==> config.mk <==
export PLATFORM = sky130hd
export DESIGN_NAME = mem_access_ctrl_flat
export DESIGN_NICKNAME = d
export VERILOG_FILES = /design/src/rtl/mem_access_ctrl_if.sv /design/src/rtl/mem_access_ctrl.sv /design/src/flat_wrapper.sv
export SDC_FILE = /design/constraint.sdc
export NUM_CORES = 1
export LEC_CHECK = 0
export ABC_AREA = 1
export BUFFER_PORTS_ARGS = -buffer_cell sky130_fd_sc_hd__buf_2
export CAP_MARGIN = 20
export CORE_ASPECT_RATIO = 0.8
export CORE_MARGIN = 3
export CORE_UTILIZATION = 38
export CTS_CLUSTER_DIAMETER = 40
export CTS_CLUSTER_SIZE = 10
export DETAILED_ROUTE_END_ITERATION = 7
export MAX_ROUTING_LAYER = met4
export PLACE_DENSITY_LB_ADDON = 0.25
export SYNTH_ARGS = -nofsm -noshare
export SYNTH_HDL_FRONTEND = slang
export SYNTH_SLANG_ARGS = --single-unit
==> constraint.sdc <==
create_clock -name clk -period 1.6 [get_ports clk]
set_clock_uncertainty 0.2 [all_clocks]
set_input_delay 0.32 -clock clk [delete_from_list [all_inputs] [get_ports clk]]
set_output_delay 0.32 -clock clk [all_outputs]
set_load 0.05 [all_outputs]
==> src/rtl/mem_access_ctrl_if.sv <==
// Requester and memory-side bus of the unified memory access controller.
// The slave modport is the controller; the master modport is its environment.
interface mem_access_ctrl_if #(
   parameter int ADDR_W = 32,
   parameter int DATA_W = 32
);
   logic              if_req;
   logic [ADDR_W-1:0] if_addr;
   logic              if_gnt;
   logic              if_done;
   logic              dm_req;
   logic              dm_we;
   logic [ADDR_W-1:0] dm_addr;
   logic [DATA_W-1:0] dm_wdata;
   logic              dm_gnt;
   logic              dm_done;
   logic              mem_en;
   logic              mem_we;
   logic [ADDR_W-1:0] mem_addr;
   logic [DATA_W-1:0] mem_wdata;
   logic [DATA_W-1:0] mem_rdata;
   logic              mem_ready;
   logic [DATA_W-1:0] mdr;
   logic              err;

   modport slave (
      input  if_req, if_addr, dm_req, dm_we, dm_addr, dm_wdata, mem_rdata, mem_ready,
      output if_gnt, if_done, dm_gnt, dm_done, mem_en, mem_we, mem_addr, mem_wdata, mdr, err
   );

   modport master (
      output if_req, if_addr, dm_req, dm_we, dm_addr, dm_wdata, mem_rdata, mem_ready,
      input  if_gnt, if_done, dm_gnt, dm_done, mem_en, mem_we, mem_addr, mem_wdata, mdr, err
   );
endinterface

==> src/rtl/mem_access_ctrl.sv <==
// Arbitrates IF/DM onto one memory port (DM priority); registered outputs, req->done >= 2 cycles.
// Requesters hold req until done; memory stalls via mem_ready, hung accesses abort after WAIT_MAX cycles.
module mem_access_ctrl #(
   parameter int ADDR_W   = 32,
   parameter int DATA_W   = 32,
   parameter int WAIT_MAX = 15
) (
   input  logic             clk,
   input  logic             rst_n,
   mem_access_ctrl_if.slave bus
);
   typedef enum logic [1:0] {IDLE, ACCESS, RESP} state_t;

   localparam logic [7:0] LAST_WAIT = 8'(WAIT_MAX - 1);

   state_t            state, state_nxt;
   logic              owner_dm, owner_dm_nxt;
   logic [7:0]        wait_cnt, wait_cnt_nxt;
   logic              we_nxt;
   logic [ADDR_W-1:0] addr_nxt;
   logic [DATA_W-1:0] wdata_nxt;
   logic [DATA_W-1:0] mdr_nxt;
   logic              err_nxt;

   always_ff @(posedge clk or negedge rst_n) begin
      if (!rst_n) begin
         state    <= IDLE;
         owner_dm <= 1'b0;
         wait_cnt <= 8'd0;
      end else begin
         state    <= state_nxt;
         owner_dm <= owner_dm_nxt;
         wait_cnt <= wait_cnt_nxt;
      end
   end

   always_comb begin
      state_nxt    = state;
      owner_dm_nxt = owner_dm;
      wait_cnt_nxt = wait_cnt;
      we_nxt       = bus.mem_we;
      addr_nxt     = bus.mem_addr;
      wdata_nxt    = bus.mem_wdata;
      mdr_nxt      = bus.mdr;
      err_nxt      = 1'b0;
      case (state)
         IDLE: begin
            if (bus.dm_req) begin
               state_nxt    = ACCESS;
               owner_dm_nxt = 1'b1;
               we_nxt       = bus.dm_we;
               addr_nxt     = bus.dm_addr;
               wdata_nxt    = bus.dm_wdata;
            end else if (bus.if_req) begin
               state_nxt    = ACCESS;
               owner_dm_nxt = 1'b0;
               we_nxt       = 1'b0;
               addr_nxt     = bus.if_addr;
               wdata_nxt    = '0;
            end
         end
         ACCESS: begin
            // completion on the timeout edge still counts as a normal completion
            if (bus.mem_ready) begin
               state_nxt = RESP;
               if (!bus.mem_we) mdr_nxt = bus.mem_rdata;
            end else begin
               wait_cnt_nxt = wait_cnt + 8'd1;
               if (wait_cnt == LAST_WAIT) begin
                  state_nxt = RESP;
                  err_nxt   = 1'b1;
               end
            end
         end
         RESP: begin
            state_nxt    = IDLE;
            wait_cnt_nxt = 8'd0;
         end
         default: begin
            state_nxt    = IDLE;
            wait_cnt_nxt = 8'd0;
         end
      endcase
   end

   // outputs are decoded from the next state so they register alongside it
   always_ff @(posedge clk or negedge rst_n) begin
      if (!rst_n) begin
         bus.mem_en    <= 1'b0;
         bus.mem_we    <= 1'b0;
         bus.mem_addr  <= '0;
         bus.mem_wdata <= '0;
         bus.mdr       <= '0;
         bus.err       <= 1'b0;
         bus.if_gnt    <= 1'b0;
         bus.dm_gnt    <= 1'b0;
         bus.if_done   <= 1'b0;
         bus.dm_done   <= 1'b0;
      end else begin
         bus.mem_en    <= (state_nxt == ACCESS);
         bus.mem_we    <= we_nxt;
         bus.mem_addr  <= addr_nxt;
         bus.mem_wdata <= wdata_nxt;
         bus.mdr       <= mdr_nxt;
         bus.err       <= err_nxt;
         bus.if_gnt    <= (state_nxt == ACCESS) && !owner_dm_nxt;
         bus.dm_gnt    <= (state_nxt == ACCESS) &&  owner_dm_nxt;
         bus.if_done   <= (state_nxt == RESP)   && !owner_dm_nxt;
         bus.dm_done   <= (state_nxt == RESP)   &&  owner_dm_nxt;
      end
   end
endmodule

==> src/flat_wrapper.sv <==
// flat-port wrapper written by rule: the top's interface ports become plain ports
module mem_access_ctrl_flat 
#(
   parameter int ADDR_W   = 32,
   parameter int DATA_W   = 32,
   parameter int WAIT_MAX = 15
)
  (clk, rst_n, bus_if_req, bus_if_addr, bus_dm_req, bus_dm_we, bus_dm_addr, bus_dm_wdata, bus_mem_rdata, bus_mem_ready, bus_if_gnt, bus_if_done, bus_dm_gnt, bus_dm_done, bus_mem_en, bus_mem_we, bus_mem_addr, bus_mem_wdata, bus_mdr, bus_err);
  mem_access_ctrl_if #(.ADDR_W(ADDR_W), .DATA_W(DATA_W)) bus_i ();
  input  logic clk;
  input  logic rst_n;
  input wire logic [$bits(bus_i.if_req)-1:0] bus_if_req;
  input wire logic [$bits(bus_i.if_addr)-1:0] bus_if_addr;
  input wire logic [$bits(bus_i.dm_req)-1:0] bus_dm_req;
  input wire logic [$bits(bus_i.dm_we)-1:0] bus_dm_we;
  input wire logic [$bits(bus_i.dm_addr)-1:0] bus_dm_addr;
  input wire logic [$bits(bus_i.dm_wdata)-1:0] bus_dm_wdata;
  input wire logic [$bits(bus_i.mem_rdata)-1:0] bus_mem_rdata;
  input wire logic [$bits(bus_i.mem_ready)-1:0] bus_mem_ready;
  output wire logic [$bits(bus_i.if_gnt)-1:0] bus_if_gnt;
  output wire logic [$bits(bus_i.if_done)-1:0] bus_if_done;
  output wire logic [$bits(bus_i.dm_gnt)-1:0] bus_dm_gnt;
  output wire logic [$bits(bus_i.dm_done)-1:0] bus_dm_done;
  output wire logic [$bits(bus_i.mem_en)-1:0] bus_mem_en;
  output wire logic [$bits(bus_i.mem_we)-1:0] bus_mem_we;
  output wire logic [$bits(bus_i.mem_addr)-1:0] bus_mem_addr;
  output wire logic [$bits(bus_i.mem_wdata)-1:0] bus_mem_wdata;
  output wire logic [$bits(bus_i.mdr)-1:0] bus_mdr;
  output wire logic [$bits(bus_i.err)-1:0] bus_err;
  assign bus_i.if_req = bus_if_req;
  assign bus_i.if_addr = bus_if_addr;
  assign bus_i.dm_req = bus_dm_req;
  assign bus_i.dm_we = bus_dm_we;
  assign bus_i.dm_addr = bus_dm_addr;
  assign bus_i.dm_wdata = bus_dm_wdata;
  assign bus_i.mem_rdata = bus_mem_rdata;
  assign bus_i.mem_ready = bus_mem_ready;
  assign bus_if_gnt = bus_i.if_gnt;
  assign bus_if_done = bus_i.if_done;
  assign bus_dm_gnt = bus_i.dm_gnt;
  assign bus_dm_done = bus_i.dm_done;
  assign bus_mem_en = bus_i.mem_en;
  assign bus_mem_we = bus_i.mem_we;
  assign bus_mem_addr = bus_i.mem_addr;
  assign bus_mem_wdata = bus_i.mem_wdata;
  assign bus_mdr = bus_i.mdr;
  assign bus_err = bus_i.err;
  mem_access_ctrl #(.ADDR_W(ADDR_W), .DATA_W(DATA_W), .WAIT_MAX(WAIT_MAX)) u_core (.clk(clk), .rst_n(rst_n), .bus(bus_i));
endmodule
# Word level (Yosys, flattened, before mapping)
# Cells that the tools add are included.
[classes]
addsub = 1
eq_ne = 5
mux = 19
bitwise_logic = 2
n_reduce_logical = 10
[ops]
columns = ["cell", "n"]
rows = [
  ["$mux W32", 4],
  ["$pmux W8 S2", 1],
  ["$add A8 B1 Y8 const B", 1],
  ["$eq A8 B4 Y1 const B", 1],
  ["$mux W1", 8],
  ["$mux W2", 4],
  ["$mux W8", 1],
  ["$eq A2 B1 Y1 const B", 2],
  ["$logic_and A1 B1 Y1", 4],
  ["$pmux W2 S2", 1],
  ["$reduce_and A2 Y1", 2],
  ["$reduce_and A3 Y1", 1],
  ["$eq A2 B2 Y1 const B", 1],
  ["$logic_not A2 Y1", 1],
  ["$ne A2 B2 Y1 const B", 1],
  ["$not A1 Y1", 2],
  ["$reduce_bool A2 Y1", 1],
  ["$logic_not A1 Y1", 1],
]
[totals]
register_bits = 114
out_inout_bits = 103

# Logic depth before layout (Yosys ltp)
[logic_depth]
word_depth = 6
mapped_depth = 8
depth_no_buf = 8

# Least setup slack after synthesis
# Ideal clock, no wire load.
[synth_path]
path_type = "register -> register"
from = "register u_core.bus.mem_we"
to = "register u_core.bus.mdr[10]"
setup_ns = 0.120
arrival_time_ns = 1.164
slack_ns = 0.117
path_stages_with_launch = 5
synth_period_minus_slack_ns = 1.483
path_cell_list = "dfrtp_1 > inv_1 > nand3_4 > buf_6 > o21ai_2"
[synth_via]
elab_chain_cells = 2
[synth_rtl]
columns = ["element", "line", "source"]
rows = [
  ["start, declared", "mem_access_ctrl_if.sv:28", "output if_gnt, if_done, dm_gnt, dm_done, mem_en, mem_we, mem_addr, mem_wdata, mdr, err"],
  ["start signal, assigned", "mem_access_ctrl.sv:101", "bus.mem_we <= we_nxt;"],
  ["$not A1 Y1 (no source line)", "--", ""],
  ["$reduce_and A3 Y1 (no source line)", "--", ""],
  ["end signal, assigned", "mem_access_ctrl.sv:104", "bus.mdr <= mdr_nxt;"],
  ["end, declared", "mem_access_ctrl_if.sv:28", ""],
]
# No other way between the ends.
# A chain may end at the register's enable or synchronous reset.

# Final worst setup path
[layout_path]
from = "register u_core.bus.mem_addr[16]"
to = "output bus_mem_addr[16]"
[layout_lines]
columns = ["element", "line", "source"]
rows = [
  ["start, declared", "mem_access_ctrl_if.sv:28", ""],
  ["start signal, assigned", "mem_access_ctrl.sv:102", "bus.mem_addr <= addr_nxt;"],
  ["end, declared", "flat_wrapper.sv:26", "output wire logic [$bits(bus_i.mem_addr)-1:0] bus_mem_addr;"],
]
# No word-level cell between the ends.

==> reports/metrics.cfg <==
[run_status]
status=completed

[clock_network]
clk_latency_ns=0.40
clkTransAtPathRegs_ns=0.06
clk_path_buf_depth=2
cts_tree=built
cts.sinks=114
cts_htree_levels=4
cts-root-buf=clkbuf_16
cts-buffers-inserted=17

[logic_synthesis]
synth.avg_cell_area_um2=9.08
synthTopCellsByArea=dfrtp_1 58%, nand2_1 16%, inv_1 3.9%
ys_ff_latch=114
synth_top_area_cell=dfrtp_1
yosysWarnings=0
synth.net_count=681
synthArstFlopShare_pct=100
yosysSeqAreaShare_pct=57.7
syn_area_mm2=0.00495
ys_types=28
synthFlopType=dfrtp_1
synth_edf_count=0
yosys.area.top_type_share_pct=57.7
syn_inst=545

[power]
ir_drop_v=0.00134
total_leakage_power_nw=4.38
total_power_mw=18.1
power.density_mw_per_mm2=2200

[worst_setup_path]
cp_max_fo=2
cp_num_buf_inv=1
worstRegToRegCells=6
slowest_delay_ns=0.37
cp.arrival_ns=1.05
critPathSlowestCell=dfrtp_1
setup.worst_path.class=reg -> out
r2r-end=u_core.bus.mem_addr[30]
critPathLaunchType=flip-flop
r2r-start=u_core.state[1]
crit_family=flip-flops
reg2reg_slack_ns=0.07
path_cells=buf_2
cp-end-kind=output port
critPathRequiredTime_ns=1.08

[sta]
finalSetupTns_ns=0
fin_crit_sh_pct=98.4
fmax_mhz=635
worst_pin_slew_ns=0.344
grt_setup_unrepaired=yes
setup_viol=0
setup_ws_ns=0.0256
slew_headroom_pct=77.1
hold_viol=0
report.final.slew_viol_count=0
min_period_ns=1.57

[die]
die_h_um=108
ios=237
die_x_um=134
die-area_mm2=0.0144
row_count=36
fp.coreArea_mm2=0.0124
start_util_pct=39.8

[global_routing]
grt-ovfl-total=0
grt_antenna_before_repair=0
grt_first_pass_wirelength_mm=26.0
grtUsageTotal_pct=23.3
grt_pass1_vias=5285
grt_max_degree=65

[placement]
placed_cells=940
hpwl_mm=9.72
io_buffers=236
place_ws_ns=0.0566
gp_congestion=0.841

[layout]
final_util_pct=66.3
fin_cells=1100
synthToLayoutAreaGrowth_pct=66.7
drive_gt1_share_pct=35.5
n_fill_cell=939
seqCellArea_mm2=0.00285
multi_input_area_mm2=0.00169
nets=1052
final_common_cell=buf_2
final_cell_mix=221 x buf_2, 212 x nand2_1, 125 x dlygate4sd3_1

[detailed_routing]
wl_per_cell_um=14.6
dr.pass1.iters=4
antenna_left=0
drcViolationCount=0
routed_wl_mm=16.1
drt-initial-drc-count=302
vias_per_cell=4.59
dr_total_vias=5053

[hold_path]
worst_hold_path_type=in -> reg
hp-start=bus_dm_addr[21]
holdPathStages=3
min_to=u_core.bus.mem_addr[21]

[run]
cap_violations=0

-- synthesized netlist by cell type, types with 3 or more instances --
| library cell | number |
|---|---|
| buf_6 | 9 |
| a31oi_2 | 10 |
| nand2_1 | 213 |
| buf_2 | 5 |
| a31oi_1 | 22 |
| o21ai_2 | 14 |
| dfrtp_1 | 114 |
| buf_4 | 3 |
| nor2_1 | 36 |
| clkbuf_1 | 6 |
| nor2_2 | 11 |
| nand3_1 | 4 |
| a21oi_1 | 7 |
| o21ai_1 | 19 |
| inv_1 | 52 |
-- state kept, by name (all words and copies together), names as in the netlist --
register              count
u_core.bus.if_done        1
u_core.bus.mem_we         1
u_core.bus.mem_en         1
u_core.bus.mem_wdata     32
u_core.bus.dm_done        1
u_core.bus.err            1
u_core.wait_cnt           8
u_core.bus.if_gnt         1
u_core.state              2
u_core.bus.mem_addr      32
u_core.bus.dm_gnt         1
u_core.bus.mdr           32
u_core.owner_dm           1
-- final cells by class --
| cell class | count | area share [%] |
|---|---|---|
| clock inverter | 11 | 1.38 |
| sequential | 114 | 34.6 |
| clock buffer | 19 | 5.49 |
| inverter | 54 | 2.46 |
| multi-input combinational | 351 | 20.5 |
| tap | 171 | 2.59 |
| antenna | 2 | 0.0607 |
| timing repair buffer | 378 | 32.9 |
-- power breakdown --
part	total, mW	switching, mW	leakage, nW	internal (mW)
registers	5.01	0.788	1.41	4.22
clock network	3.59	1.25	0.280	2.34
logic	9.53	7.01	2.69	2.51
-- worst register-to-register path: cells and delay by family (launching register included) --
family	cells	cell delay [ns]
flip-flops	1	0.45
AO/OA/AOI/OAI	1	0.19
buffers and inverters	1	0.15
AND/OR/NAND/NOR	4	0.44
-- what timing repair did --
item | 4_1_cts | 5_1_grt
resized for setup | 1 | 17
setup endpoints to repair | 1 | 65
hold buffers | 125 | 0
cloned | 0 | 1
buffers inserted | 0 | 2
endpoints found under the hold margin | 210 | 0
pin swaps | 0 | 1
-- how the worst max path moves through the flow --
stage | start | endpoint | slack, ns | cells after the start
finish | u_core.bus.mem_addr[16] | bus_mem_addr[16] | 0.03 | 1
global placement | bus_mem_ready | u_core.wait_cnt[3] | 0.12 | 5
floorplan | u_core.bus.mem_we | u_core.bus.mdr[10] | 0.12 | 4
detailed placement | u_core.state[1] | u_core.bus.mem_addr[29] | 0.06 | 6
global route | u_core.state[1] | u_core.bus.mem_addr[27] | -0.002 | 6
CTS | u_core.bus.mem_wdata[0] | bus_mem_wdata[0] | 0.002 | 1
-- stage by stage --
stage                     instance area, µm²  hold slack, ns
after global routing                    8240          0.0169
after CTS                               8150        0.000842
after detailed placement                6330         -0.0166
after floorplan                         4950          -0.176
final                                   8250          0.0163
after global placement                  6330         -0.0182
-- logic make-up (layout without fill, tap and decap cells) --
kind of cell	after synthesis	in the layout	share of synthesized area [%]
other	0	2	0
adders and majority gates	2	2	0.506
AOI/OAI and AO/OA	76	76	11.0
DFF	114	114	57.7
and+or+nand+nor	273	273	22.2
buffers and inverters	80	462	8.58
-- layer usage --
layer  global-route usage (%)  share of wire, %  up-vias
met1                     27.4                41     2332
li1                         -                 -     2442
met2                     38.7                49      242
met4                     9.03               2.8        0
met5                        -                 0        -
met3                     6.19               6.8       37
No activity file was read; power rests on OpenSTA's default activity.
